<file path="config.mk">
export PLATFORM = sky130hd
export DESIGN_NAME = m650_nconv_multi
export DESIGN_NICKNAME = d
export VERILOG_FILES = /design/src/rtl/m650_nconv_multi.sv
export SDC_FILE = /design/constraint.sdc
export NUM_CORES = 1
export LEC_CHECK = 0
export CAP_MARGIN = 0
export CORE_UTILIZATION = 43
export CTS_CLUSTER_DIAMETER = 50
export DETAILED_ROUTE_END_ITERATION = 10
export PLACE_DENSITY = 0.79
export SYNTH_ARGS = -nofsm -noshare
export SYNTH_HDL_FRONTEND = slang
export SYNTH_SLANG_ARGS = --single-unit
</file>
<file path="constraint.sdc">
create_clock -name clk -period 1.7 [get_ports clk]
set_clock_uncertainty 0.05 [all_clocks]
set_input_delay 0.17 -clock clk [delete_from_list [all_inputs] [get_ports clk]]
set_output_delay 0.17 -clock clk [all_outputs]
set_load 0.02 [all_outputs]
</file>
<file path="src/rtl/m650_nconv_multi.sv">
// Per-channel AND/NAND output converter with optional inertial-delay slew filter.
// Latency 1 clk direct, SLEW_CYCLES clks slewed; no backpressure, outputs are free-running.
module m650_nconv_multi #(
    parameter int                    CHANNELS    = 3,
    parameter int                    FANIN       = 3,
    parameter int                    SLEW_CYCLES = 4,
    parameter logic [CHANNELS-1:0]   INV_MASK    = '0,
    parameter int                    CNT_W       = $clog2(SLEW_CYCLES + 1)
) (
    input  logic                      clk,
    input  logic                      rst,
    input  logic [CHANNELS*FANIN-1:0] in_bus,
    input  logic [CHANNELS-1:0]       slew_en,
    output logic [CHANNELS-1:0]       out,
    output logic [CHANNELS-1:0]       busy
);

    localparam logic [CNT_W-1:0] CNT_LAST = CNT_W'(SLEW_CYCLES - 1);

    logic [CHANNELS-1:0] target;

    for (genvar c = 0; c < CHANNELS; c++) begin : g_chan
        logic [CNT_W-1:0] cnt;

        assign target[c] = (&in_bus[c*FANIN +: FANIN]) ^ INV_MASK[c];
        assign busy[c]   = (cnt != '0);

        // A mismatch must persist for SLEW_CYCLES edges; any agreement clears the count.
        always_ff @(posedge clk) begin
            if (rst) begin
                out[c] <= 1'b0;
                cnt    <= '0;
            end else if (target[c] == out[c]) begin
                cnt    <= '0;
            end else if (!slew_en[c]) begin
                out[c] <= target[c];
                cnt    <= '0;
            end else if (cnt == CNT_LAST) begin
                out[c] <= target[c];
                cnt    <= '0;
            end else begin
                cnt    <= cnt + 1'b1;
            end
        end
    end

endmodule
</file>
==> flow_summary.json <==
{
  "status": "complete, no violations",
  "cp_top_family": "buffers and inverters",
  "rsz0062_at_grt": "no",
  "cpMaxStageDelayCell": "clkdlybuf4s50_1",
  "wl_per_cell_microns": 10.5,
  "die_w_microns": 40.1,
  "coreArea_sq_um": 1330,
  "cts_tree": "done",
  "path_buf_inv": 1,
  "hold_depth": 1,
  "final-max-slew-violation-count": 0,
  "crit_type": "register to output pin",
  "finalCritPeriodShare": 0.884,
  "required_ps": 1480,
  "vias_per_cell": 4.91,
  "worst_pin_slew_ps": 314,
  "grt-ovfl-total": 0,
  "initial_core_util": 0.468,
  "leakage_uw": 0.000381,
  "rows": 13,
  "synth_fa_ha_area_frac": 0.180,
  "detail_route.iter0.violations": 5,
  "ys_seq_elements": 12,
  "drive_gt1_frac": 0.0562,
  "clock_path_buffers": 2,
  "r2r_start": "g_chan[2].cnt[0]",
  "path_clk_slew_ps": 80,
  "area_delta_synth_final_pct": 36.9,
  "cts_buffers": 3,
  "fmax_mhz": 665,
  "die-area_sq_um": 1610,
  "netlist_area_sq_um": 624,
  "hp-start": "g_chan[0].cnt[0]",
  "drt_pass1_iterations": 4,
  "cts_setup_buffers": 0,
  "startpoint_type": "register",
  "synth-simple-area-share": 0.244,
  "reg2reg_slack_ps": 270,
  "ys_types": 16,
  "grt_max_degree": 10,
  "layout_common_cells": "clkdlybuf4s50_1, inv_1, dfxtp_1",
  "post-dp-hpwl_microns": 857,
  "routed_wl_mm": 1.10,
  "drtAntennaViolNets": 0,
  "nNetsFinal": 113,
  "htree_num_levels": 1,
  "synth_compound_area_frac": 0.0200,
  "cp-end-kind": "output pin",
  "synth_cells": 67,
  "crit_chain": "clkdlybuf4s50_1",
  "synth.area.mux_share": 0.0802,
  "drc": 0,
  "cts-root-buf": "clkbuf_4",
  "worstPathArrival_ps": 1280,
  "final_common_cell": "clkdlybuf4s50_1",
  "antenna_found_initial": 0,
  "clock_latency_ps": 280,
  "antennaDiodeCount": 0,
  "synth_nets": 90,
  "relSlewSlack": 0.790,
  "vdd_drop_max_v": 0.000425,
  "fill_cells": 125,
  "globalplace.congestion": 0.607,
  "synthXorXnorAreaFrac": 0,
  "yosys.area.top_type_share": 0.385,
  "cp_max_fo": 4,
  "power_density_nw_per_um2": 683,
  "post_dp_cell_area_sq_um": 822,
  "hp-class": "register to register",
  "stdcell_area_sq_um": 855,
  "die_h_microns": 40.1,
  "syn_area_per_cell_sq_um": 9.32,
  "ctsResizeCount": 3,
  "yosys-top-cells-area": "dfxtp_1, ha_1, mux2i_1",
  "multi_input_area_sq_um": 328,
  "tns_ps": 0,
  "regArea_sq_um": 240,
  "reg2reg_to": "g_chan[2].cnt[2]",
  "numPortBuffers": 19,
  "cts_hold_buf": 0,
  "r2r_cells": 5,
  "synth_top_family_by_area": "simple AND/OR/NAND/NOR gates",
  "yosys_warnings": 0,
  "max_stage_delay_ps": 620,
  "hold_viol_final": 0,
  "finalCriticalPeriod_ps": 1500,
  "io_pins": 20,
  "min_to": "g_chan[0].cnt[0]",
  "grt_pass1_wl_mm": 1.54,
  "synth_area_leader_cell": "dfxtp_1",
  "maxCapViolations": 0,
  "setup_viol": 0,
  "grt_pass1_vias": 447,
  "ys_seq_area_frac": 0.385,
  "track_usage": 0.152,
  "vias": 511,
  "cts_sinks": 12
}
## state kept, by name, indices dropped and copies added (netlist names)
signal	flops
g_chan.cnt	9
out	3
## cell usage after synthesis (all sizes together)
cell type  number
buf             1
nor4bb          3
inv            12
nor4b           3
nor2           10
a21o            1
a21oi           1
and3            2
mux2i           5
nand2b          2
nand3           2
nor2b           1
ha              9
nand2           3
dfxtp          12
## area by class of cell
cell class | count | share of cell area
Sequential cell | 12 | 0.281
Tap cell | 15 | 0.0220
Clock buffer | 4 | 0.0425
Timing Repair Buffer | 19 | 0.218
Multi-Input combinational cell | 42 | 0.384
Inverter | 12 | 0.0527
## power breakdown
group	internal (uW)	leakage [uW]	switching, uW	total, uW
clock network	130	0.0000210	101	231
logic	42.6	0.000263	22.6	65.1
registers	284	0.0000969	3.13	288
total	457	0.000381	126	584
## through the flow
step | utilization | hold WS, ps | instances | setup slack (ps) | total power, uW
floorplan | - | 281 | 67 | 391 | 322
global placement | 0.616 | 383 | 100 | 250 | 360
detailed placement | 0.616 | 391 | 100 | 227 | 361
CTS | 0.641 | 408 | 104 | 183 | 592
global route | 0.641 | 432 | 104 | 118 | 611
finish | 0.641 | 403 | 104 | 197 | 584
## per-layer routing
metal  routed length, microns  track usage  part of all wire
met1                      467        0.134              0.43
met2                      545        0.274              0.50
met5                        0            0                 0
met4                       21        0.129             0.019
met3                       61       0.0500             0.056
## cells by family after synthesis
kind of cell             Yosys count
AO/OA/AOI/OAI                      2
multiplexers                       5
adder cells (fa/ha/maj)            9
AND/OR/NAND/NOR                   26
flip-flops                        12
buffers and inverters             13
## how the worst max path moves through the flow
stage	from	endpoint	slack, ps	cells past startpoint
floorplan	g_chan[1].cnt[0]	g_chan[1].cnt[1]	390	5
global placement	g_chan[0].cnt[0]	busy[0]	250	4
detailed placement	rst	g_chan[1].cnt[1]	230	4
CTS	out[1]	out[1]	180	1
global route	g_chan[2].cnt[0]	busy[2]	120	4
finish	out[1]	out[1]	200	1
Power figures use the tool's default switching activity.
==> edit, RTL diff (same flow settings) <==
`INV_MASK`: '0 -> 1.
--- a/src/rtl/m650_nconv_multi.sv
+++ b/src/rtl/m650_nconv_multi.sv
@@ -4,7 +4,7 @@
     parameter int                    CHANNELS    = 3,
     parameter int                    FANIN       = 3,
     parameter int                    SLEW_CYCLES = 4,
-    parameter logic [CHANNELS-1:0]   INV_MASK    = '0,
+    parameter logic [CHANNELS-1:0]   INV_MASK    = 1,
     parameter int                    CNT_W       = $clog2(SLEW_CYCLES + 1)
 ) (
     input  logic                      clk,
Formal check against the unedited RTL: not equivalent (a bounded check fails within 4 cycles, from zero or initial values and one cycle with rst high).
==> edit against the original RTL <==
- non-clock buffer count increased by 1
- worst hold slack improved by 0.011 ns
- count of clock-buffer cells in the layout unchanged
- via count decreased by 2.2%
- fmax increased by 0.41%
- sequential cell count unchanged
- wire length decreased by 1.6%
- core utilization increased by 0.41 points
- combinational power increased by 27%
- cell area decreased by 0.59%
- total power increased by 3.0%
- area after synthesis decreased by 2.0%
- die area decreased by 1.9%
- worst setup slack improved by 0.0062 ns
==> edit: results (changes against the original RTL) <==
| Metric | Value |
|---|---|
| Status | `finished clean` |
| Slew @ Worst Pin | `0.295 ns (-0.0182 ns)` |
| DR WL/cell | `10.6 µm (+0.38%)` |
| Global-route wire length before repair | `1660 µm (+8.1%)` |
| Tcrit/Tclk final | `88.0% (-0.36 points)` |
| Synth Area per Inst | `9.56 µm² (+2.6%)` |
| Placement Cell Area | `817 µm² (-0.61%)` |
| Worst R2R Setup Slack | `0.23 ns (-0.04 ns)` |
| Final hold slack | `0.413 ns (+0.0106 ns)` |
| Placed cells | `98 (-2.0%)` |
| Worst VDD drop | `465 µV (+9.2%)` |
| Leak pwr | `0.376 nW (-1.3%)` |
| Seq/Total Area, Yosys | `39.3% (+0.79 points)` |
| Via count of the first global-routing pass | `445 (-0.45%)` |
| Via count | `500 (-2.2%)` |
| Syn Nets | `87 (-3.3%)` |
| Root Driver | `clkbuf_4` |
| Multiplexer area fraction after synthesis | `6.54% (-1.5 points)` |
| Largest net degree at the start of global routing | `8 (-2)` |
| DP Worst Slack | `0.181 ns (-0.0451 ns)` |
| Final HPWL DP | `875 µm (+2.2%)` |
| Commonest cells post-synth | `dfxtp_1, inv_1, ha_1, nor2_1, mux2i_1` |
| Max FO, Critical Path | `3 (-1)` |
| Iter 0 DRT Violations | `16 (+11)` |
| CTS max path bufs | `2 (unchanged)` |
| Filler cells | `121 (-3.2%)` |
| Final nets | `111 (-1.8%)` |
| Post-Synth XOR/XNOR Area | `1.43% (+1.4 points)` |
| Routability congestion estimate | `0.654 (+7.8%)` |
| Synth Area in Compound Gates | `2.04% (+0.041 points)` |
| Synth cell types | `18 (+2)` |
| Final WL | `1080 µm (-1.6%)` |
| Adder-cell share of the synthesized area | `18.4% (+0.37 points)` |
| Share of cells above drive strength 1 | `8.05% (+2.4 points)` |
| Most used flip-flop cell after synthesis | `dfxtp_1` |
| Registers with the most flip-flops | `g_chan.cnt (9), out (3)` |
| Ranking of synthesized cells by area | `dfxtp_1, ha_1, inv_1` |
| Clk slew on worst S/H paths | `0.08 ns (about the same)` |
| Gr usage total | `16.3% (+1.1 points)` |
[edit: power breakdown]
part / internal, W / switching, W / total [W] / leakage (nW)
Combinational: 0.0000503 / 0.0000325 / 0.0000828 / 0.258
Clock: 0.000130 / 0.0000958 / 0.000226 / 0.0210
Sequential: 0.000287 / 0.00000527 / 0.000293 / 0.0974
Total: 0.000468 / 0.000134 / 0.000601 / 0.376
[edit: worst max-delay path: stages (launching register included)]
cell,delay (ns)
dfxtp_1,0.37
inv_1,0.06
ha_1,0.20
nand2_1,0.06
dlygate4sd2_1,0.32
[edit: metal layers]
| layer | up-vias | track usage, % | wire length, µm |
|---|---|---|---|
| met3 | 4 | 3.41 | 53 |
| met2 | 15 | 29.1 | 572 |
| met1 | 222 | 16.9 | 431 |
| met4 | 0 | 10.3 | 21 |
| met5 | - | 0 | 0 |
| li1 | 259 | - | - |
[edit: logic make-up after synthesis]
group,after synthesis
compound gates,2
xor+xnor,1
fa+ha+maj,9
buf+inv,12
flops,12
mux,4
simple gates,24
[edit: path summary, 6_finish.rpt]
kind | start | to | cells past startpoint
max | g_chan[2].cnt[0] | busy[2] | 4
max reg2reg | g_chan[1].cnt[0] | g_chan[1].cnt[1] | 5
min | g_chan[1].cnt[0] | g_chan[1].cnt[0] | 1
min reg2reg | g_chan[1].cnt[0] | g_chan[1].cnt[0] | 1
[edit: final cells by class]
class | instances | area (µm²) | share of cell area, %
multi-input combinational | 40 | 319 | 37.6
sequential | 12 | 240 | 28.3
timing repair buffer | 20 | 194 | 22.8
inverter | 11 | 41.3 | 4.86
clock buffer | 4 | 36.3 | 4.27
tap | 15 | 18.8 | 2.21
